--- config.mk ---
export PLATFORM = sky130hd
export DESIGN_NAME = wb_rr_arbiter
export DESIGN_NICKNAME = d
export VERILOG_FILES = /design/src/rtl/wb_rr_arbiter.sv
export SDC_FILE = /design/constraint.sdc
export NUM_CORES = 1
export LEC_CHECK = 0
export CORE_AREA = 2 2 171 173
export CTS_CLUSTER_DIAMETER = 120
export DETAILED_ROUTE_END_ITERATION = 12
export DIE_AREA = 0 0 173 175
export PLACE_DENSITY = 0.51
export SYNTH_ARGS = -nofsm -noshare
export SYNTH_HDL_FRONTEND = slang
export SYNTH_SLANG_ARGS = --single-unit
export TNS_END_PERCENT = 10
--- constraint.sdc ---
create_clock -name wb_clk_i -period 2.3 [get_ports wb_clk_i]
set_clock_uncertainty 0.15 [all_clocks]
set_input_delay 0.23 -clock wb_clk_i [delete_from_list [all_inputs] [get_ports wb_clk_i]]
set_output_delay 0.23 -clock wb_clk_i [all_outputs]
set_load 0.02 [all_outputs]
--- src/rtl/wb_rr_arbiter.sv ---
// Round-robin arbiter sharing one Wishbone slave among NMASTERS masters, with
// bus lock while the owner holds cyc and a stall timeout that forces an error.
module wb_rr_arbiter #(
   parameter int NMASTERS   = 4,
   parameter int ADDR_WIDTH = 32,
   parameter int DATA_WIDTH = 32,
   parameter int TIMEOUT    = 255
) (
   input  logic                                 wb_clk_i,
   input  logic                                 wb_rst_ni,
   input  logic [NMASTERS*ADDR_WIDTH-1:0]       wbm_adr_i,
   input  logic [NMASTERS*DATA_WIDTH-1:0]       wbm_dat_i,
   input  logic [NMASTERS*(DATA_WIDTH/8)-1:0]   wbm_sel_i,
   input  logic [NMASTERS-1:0]                  wbm_we_i,
   input  logic [NMASTERS-1:0]                  wbm_stb_i,
   input  logic [NMASTERS-1:0]                  wbm_cyc_i,
   output logic [DATA_WIDTH-1:0]                wbm_dat_o,
   output logic [NMASTERS-1:0]                  wbm_ack_o,
   output logic [NMASTERS-1:0]                  wbm_err_o,
   output logic [ADDR_WIDTH-1:0]                wbs_adr_o,
   output logic [DATA_WIDTH-1:0]                wbs_dat_o,
   output logic [DATA_WIDTH/8-1:0]              wbs_sel_o,
   output logic                                 wbs_we_o,
   output logic                                 wbs_stb_o,
   output logic                                 wbs_cyc_o,
   input  logic [DATA_WIDTH-1:0]                wbs_dat_i,
   input  logic                                 wbs_ack_i,
   input  logic                                 wbs_err_i,
   output logic [NMASTERS-1:0]                  grant_o,
   output logic                                 timeout_o
);

   localparam int SW = DATA_WIDTH / 8;
   localparam int PW = (NMASTERS > 1) ? $clog2(NMASTERS) : 1;
   localparam int CW = (TIMEOUT > 0) ? $clog2(TIMEOUT + 1) : 1;

   typedef enum logic {IDLE, OWNED} state_t;

   state_t              state;
   logic [NMASTERS-1:0] grant;
   logic [PW-1:0]       gidx;
   logic [PW-1:0]       ptr;
   logic [CW-1:0]       cnt;

   logic [PW-1:0]       pick;
   logic [PW-1:0]       cand;
   logic                found;
   logic                m_cyc;
   logic                m_stb;
   logic                act_cyc;
   logic                stall;
   logic                hit;

   // First requester at or after ptr, wrapping modulo NMASTERS.
   always_comb begin
      pick  = '0;
      cand  = '0;
      found = 1'b0;
      for (int i = 0; i < NMASTERS; i++) begin
         cand = PW'((int'(ptr) + i) % NMASTERS);
         if (!found && wbm_cyc_i[cand]) begin
            found = 1'b1;
            pick  = cand;
         end
      end
   end

   assign m_cyc   = wbm_cyc_i[gidx];
   assign m_stb   = wbm_stb_i[gidx];
   assign act_cyc = (state == OWNED) && m_cyc;
   assign stall   = act_cyc && m_stb && !wbs_ack_i && !wbs_err_i;
   // A slave response in the final stall cycle takes precedence over the timeout.
   assign hit     = (TIMEOUT != 0) && stall && (cnt == CW'(TIMEOUT - 1));

   assign wbs_cyc_o = act_cyc && !hit;
   assign wbs_stb_o = act_cyc && m_stb && !hit;
   assign wbs_we_o  = wbm_we_i[gidx];
   assign wbs_adr_o = wbm_adr_i[int'(gidx)*ADDR_WIDTH +: ADDR_WIDTH];
   assign wbs_dat_o = wbm_dat_i[int'(gidx)*DATA_WIDTH +: DATA_WIDTH];
   assign wbs_sel_o = wbm_sel_i[int'(gidx)*SW +: SW];

   assign wbm_dat_o = wbs_dat_i;
   assign wbm_ack_o = {NMASTERS{act_cyc && wbs_ack_i}} & grant;
   assign wbm_err_o = {NMASTERS{act_cyc && (wbs_err_i || hit)}} & grant;
   assign grant_o   = grant;
   assign timeout_o = hit;

   always_ff @(posedge wb_clk_i or negedge wb_rst_ni) begin
      if (!wb_rst_ni) begin
         state <= IDLE;
         grant <= '0;
         gidx  <= '0;
         ptr   <= '0;
         cnt   <= '0;
      end else begin
         case (state)
            IDLE: begin
               cnt <= '0;
               if (found) begin
                  state <= OWNED;
                  grant <= NMASTERS'(1) << pick;
                  gidx  <= pick;
                  ptr   <= (pick == PW'(NMASTERS - 1)) ? '0 : pick + PW'(1);
               end
            end
            OWNED: begin
               // Releasing always passes through IDLE, giving one dead cycle between owners.
               if (!m_cyc) begin
                  state <= IDLE;
                  grant <= '0;
                  cnt   <= '0;
               end else if (stall && !hit && (TIMEOUT != 0)) begin
                  cnt <= cnt + CW'(1);
               end else begin
                  cnt <= '0;
               end
            end
            default: begin
               state <= IDLE;
               grant <= '0;
               cnt   <= '0;
            end
         endcase
      end
   end

endmodule
## Word-level counts from Yosys, hierarchy flattened

Cells that the tools add are included.

- Register bits: 17
- Bits of input ports: 320
- Output and inout port bits: 116
- Word-level logic and storage cells: 80

- $add $sub $neg: 5
- Magnitude comparators: 5
- Eq/ne operators: 4
- Shifts and indexed selects: 4
- Multiplexer cells: 32
- Bitwise logic cells: 3
- Reductions and logical operators: 22

Operator list:

| kind | count |
|---|---|
| 128-bit by 8-bit variable part select with 32-bit output | 2 |
| 8-bit 2-to-1 mux | 2 |
| 8-bit case mux with 2 select lines | 1 |
| 16-bit by 5-bit variable part select with 4-bit output | 1 |
| 2-bit by 3-bit less-than comparator with 1-bit output (second input constant) | 5 |
| 1-bit binary-select mux with 2-bit select | 7 |
| 1-bit logical AND | 13 |
| 1-bit 2-to-1 mux | 13 |
| 2-bit 2-to-1 mux | 5 |
| 8-bit by 1-bit adder with 8-bit output (second input constant) | 1 |
| 4-bit AND | 2 |
| 8-bit == test (second input constant) | 1 |
| 4-bit 2-to-1 mux | 2 |
| 4-bit case mux with 2 select lines | 1 |
| 1-bit zero test | 6 |
| 2-bit by 1-bit adder with 2-bit output (second input constant) | 2 |
| 2-bit adder (second input constant) | 2 |
| 2-bit inequality test (second input constant) | 2 |
| 2-bit AND reduction | 2 |
| 1-bit by 2-bit left shift with 4-bit output (first input constant) | 1 |
| 2-bit == test (second input constant) | 1 |
| 1-bit case mux with 2 select lines | 1 |
| 1-bit logical OR | 1 |
| 1-bit NOT | 1 |

## Longest topological paths before layout

- Depth after elaboration: 15
- Depth in mapped cells: 7

## Worst setup path before layout

Ideal clock, no wire load.

- Path type: flip-flop to output port
- From: register gidx[1]
- To: output port wbs_stb_o
- Arrival time: 1,661 ps
- Slack: 259 ps
- Stages on the path, launching flop included: 6
- Cell sequence: dfrtp_1 buf_6 mux2_4 o2bb2ai_2 nor2b_4 a2111oi_2

- Word-level cells in the longest chain between the ends: 9
- Elaborated cells between the ends (all ways): 11
- Those cells by class: mux (4); reduce/logical (7)

Ends and longest elaborated chain:

| what | line | text |
|---|---|---|
| start: declaration | 41 | `logic [PW-1:0] gidx;` |
| start signal: assignment | 102 | `gidx <= pick;` |
| 1-bit binary-select mux with 2-bit select | 68 | `assign m_cyc = wbm_cyc_i[gidx];` |
| 1-bit 2-to-1 mux (implied by the code) | 68 |  |
| 1-bit logical AND | 70 | `assign act_cyc = (state == OWNED) && m_cyc;` |
| 1-bit logical AND (*) | 71, 76 |  |
| 1-bit logical AND (2 in a row) | 71 | `assign stall = act_cyc && m_stb && !wbs_ack_i && !wbs_err_i;` |
| 1-bit logical AND | 73 | `assign hit = (TIMEOUT != 0) && stall && (cnt == CW'(TIMEOUT - 1));` |
| 1-bit zero test | 76 | `assign wbs_stb_o = act_cyc && m_stb && !hit;` |
| 1-bit logical AND (*) | 76 |  |
| end: declaration | 24 | `output logic wbs_stb_o,` |

Mark *: on every way between the ends. The rest lies on a longest branch, timed or not. The select of a mux whose other input is x is not followed.

## Final worst setup path

Ends and elaborated chain as after synthesis.

==> reports/metrics.csv <==
stage,metric,value,unit
placed_design,pre-CTS setup slack,-0.420,ns
detailed_routing,TritonRoute pass-1 iters,4,
detailed_routing,1st-iter DRT viols,104,
die,Die Y,175,microns
global_routing,GR Util met1,15.2,%
global_routing,met3 GRT Util,4.92,%
cts,worst skew pair latency,0.25,ns
placed_design,dpl hpwl,16400,microns
power_and_ir_drop,total power per unit cell area,883,nW/um^2
synth,number of synthesized register bits,17,
setup_path,Critical Path RT,1.92,ns
setup_path,critical path class,reg -> out,
synth,"top cells by area, synth","mux4_2 53%, dfrtp_1 14%, buf_4 9.9%",
cts,"CTS clk-pin slew, worst paths",0.05,ns
cts,Clock Sinks,17,
cells_and_area,Layout area overhead,139,%
cells_and_area,share of cells above drive strength 1,34.8,%
power_and_ir_drop,Pint,3.35,mW
placed_design,Post-DP Area,7130,sq um
timing,RSZ-0062 raised after global routing,true,
setup_path,Worst Path Arrival,1.90,ns
cells_and_area,Finished Core Util,24.8,%
synth,Synth cell types,36,
synth,number of enable flip-flop cells after synthesis,0,
synth,Synth warnings,0,
setup_path,Worst Setup SP,gidx[1],
power_and_ir_drop,Sw Ratio,46.2,%
global_routing,initial antenna violation count,3,
power_and_ir_drop,Net Switching,2.88,mW
die,Die Area,30300,sq um
timing,relative slew slack,64.6,%
flow_run,Max Cap Viol,0,
timing,fin crit share,99.3,%
detailed_routing,Final Routed Wirelength,18800,microns
power_and_ir_drop,combinational power share,86.3,%
placed_design,Final GP Congestion,0.802,
timing,fmax,0.438,GHz
cts,Clock Tree Buf Depth,2,
global_routing,total grt overflow,0,
cts,Root Driver,clkbuf_16,
die,I/O pin count,436,
cts,CTS tree,done,
global_routing,gr usage total,12.0,%
detailed_routing,via/cell ratio,3.72,
synth,ys async rst share,100,%
die,Core Footprint,28400,sq um
cells_and_area,post-route cell area,7050,sq um
global_routing,pin count of the biggest net entering global routing,44,
setup_path,CP Launch Type,register,
synth,cell taking the most area after synthesis,mux4_2,
cells_and_area,nets,914,
synth,total nets after synthesis,550,
cells_and_area,area occupied by multi-input gates,2200,sq um
setup_path,Crit. End Element,output pin,
timing,Final Critical Period,2.28,ns
cells_and_area,Finished Layout Cells,973,
run_status,outcome,completed,
cts,# hold bufs at CTS,0,
power_and_ir_drop,peak supply drop,0.612,mV
cts,total CTS buffers,3,
cells_and_area,most frequent cells in the layout,"291 x clkdlybuf4s50_1, 70 x mux4_2, 36 x buf_2, 34 x buf_4, 24 x clkdlybuf4s15_2",
min_path,Hold Crit Class,in -> async,
cells_and_area,Register Area,433,sq um
detailed_routing,DR vias,3619,
synth,Synth Flop Type,dfrtp_1,
global_routing,Top Usage Layer GRT,met2,
power_and_ir_drop,Pleak,2.66,nW
setup_path,largest fanout on the critical path,4,
cts,H-Tree Depth,1,
die,DIE WIDTH,173,microns
synth,share of the synthesized area in the top cell type,53.4,%
timing,Worst Tran Pin Value,0.529,ns
timing,Setup-failing EPs final,0,
global_routing,wire length of the first global-routing pass,27500,microns
placed_design,IO Port Bufs,371,
timing,Hold Fails Final Rpt,0,
die,Rows,62,
synth,"Seq/Total Area, Yosys",14.4,%
power_and_ir_drop,Final Power,6.23,mW
detailed_routing,drt drc,0,
cells_and_area,"most common cell after layout, fill and taps aside",clkdlybuf4s50_1,
die,Initial Util,10.4,%
synth,Cells after Synth,224,
timing,fin worst setup slack,0.0172,ns
global_routing,vias in the first global route,3944,
detailed_routing,average wire per standard cell,19.3,microns
power_and_ir_drop,Flop pwr share,8.1,%
setup_path,Crit Reg-Reg Startpoint,ptr[1],
synth,Mapped Avg Cell Area,13.2,sq um
detailed_routing,DRT antenna net count,0,
placed_design,Cells after DPL,966,
timing,Final Max Slew Viols,0,
global_routing,GRT met2 Usage,19.9,%
cells_and_area,filler instances,3051,
synth,Synth Cell Area,2950,sq um
power_and_ir_drop,Clock Power Share,5.6,%
[what timing repair did]
action	in CTS	in global routing
endpoints found under the setup margin	78	59
gates cloned	0	0
pin swaps	2	0
resized for setup	253	43
buffers inserted	1	0
[state kept, by name, summed over array words and instances, names as in the netlist]
name     flops
gidx         2
cnt          8
ptr          2
grant_o      4
state        1
[logic make-up after synthesis]
kind of cell | after synthesis | share of synthesized area [%]
multiplexers | 79 | 56.7
buffers and inverters | 54 | 12.2
AND/OR/NAND/NOR | 48 | 9.03
flip-flops | 17 | 14.4
AO/OA/AOI/OAI | 14 | 3.35
XOR/XNOR | 6 | 1.78
adder cells (fa/ha/maj) | 6 | 2.54
[cell usage after synthesis, types with 2 or more instances]
master and count:
and3_1 7, nand2_1 8, o21ai_1 5, ha_1 6
a21oi_1 4, mux2_1 2, mux2i_1 6, nand2b_1 2
mux4_2 70, nor2_1 16, inv_1 4, buf_4 39
clkbuf_1 7, and2_1 2, xor2_1 5, dfrtp_1 17
nand3_1 3, nor4_1 2, buf_2 2
[area by class of cell]
class | count | area share [%]
multi-input combinational | 153 | 31.2
clock inverter | 1 | 0.0709
tap | 384 | 6.81
inverter | 5 | 0.266
sequential | 17 | 6.14
timing repair buffer | 408 | 54.4
clock buffer | 3 | 1.06
antenna | 2 | 0.0709
[power by group through the flow]
stage	clock network, mW	logic (mW)	registers, mW
after floorplan	0	3.18	0.472
after global placement	0	5.91	0.507
after detailed placement	0	5.86	0.506
after CTS	0.359	5.67	0.516
after global routing	0.378	5.71	0.528
final	0.349	5.38	0.505
[per-stage QoR]
| step | hold slack [ns] | setup TNS [ns] |
|---|---|---|
| after floorplan | -0.216 | 0 |
| after global placement | 0.310 | -7.33 |
| after detailed placement | 0.310 | -8.46 |
| after CTS | 0.215 | -0.0802 |
| after global routing | 0.220 | -0.451 |
| final | 0.180 | 0 |
[critical path, cell delays in order (launching register included)]
cell and delay [ns]:
dfrtp_4 0.53, mux2_4 0.33, o2bb2ai_2 0.13, nor2b_4 0.13, a2111oi_2 0.33, buf_4 0.21
[path summary, 6_finish.rpt]
check / end / slack [ns] / cells after the start
max reg2reg: grant_o[0] / 0.27 / 8
max: wbs_stb_o / 0.02 / 5
min: grant_o[3] / 0.18 / 1
max in group asynchronous: cnt[4] / 1.32 / 2
min reg2reg: cnt[7] / 0.38 / 2
min in group wb_clk_i: wbm_dat_o[0] / 0.31 / 0
[per-layer routing]
layer | share of wire, % | up-vias | wire length (microns)
met4 | 0.57 | 4 | 106
met1 | 41 | 1768 | 7680
met3 | 11 | 14 | 2080
li1 | - | 1615 | -
met2 | 47 | 218 | 8870
met5 | 0.12 | - | 22
No activity file was read; power rests on OpenSTA's default activity.
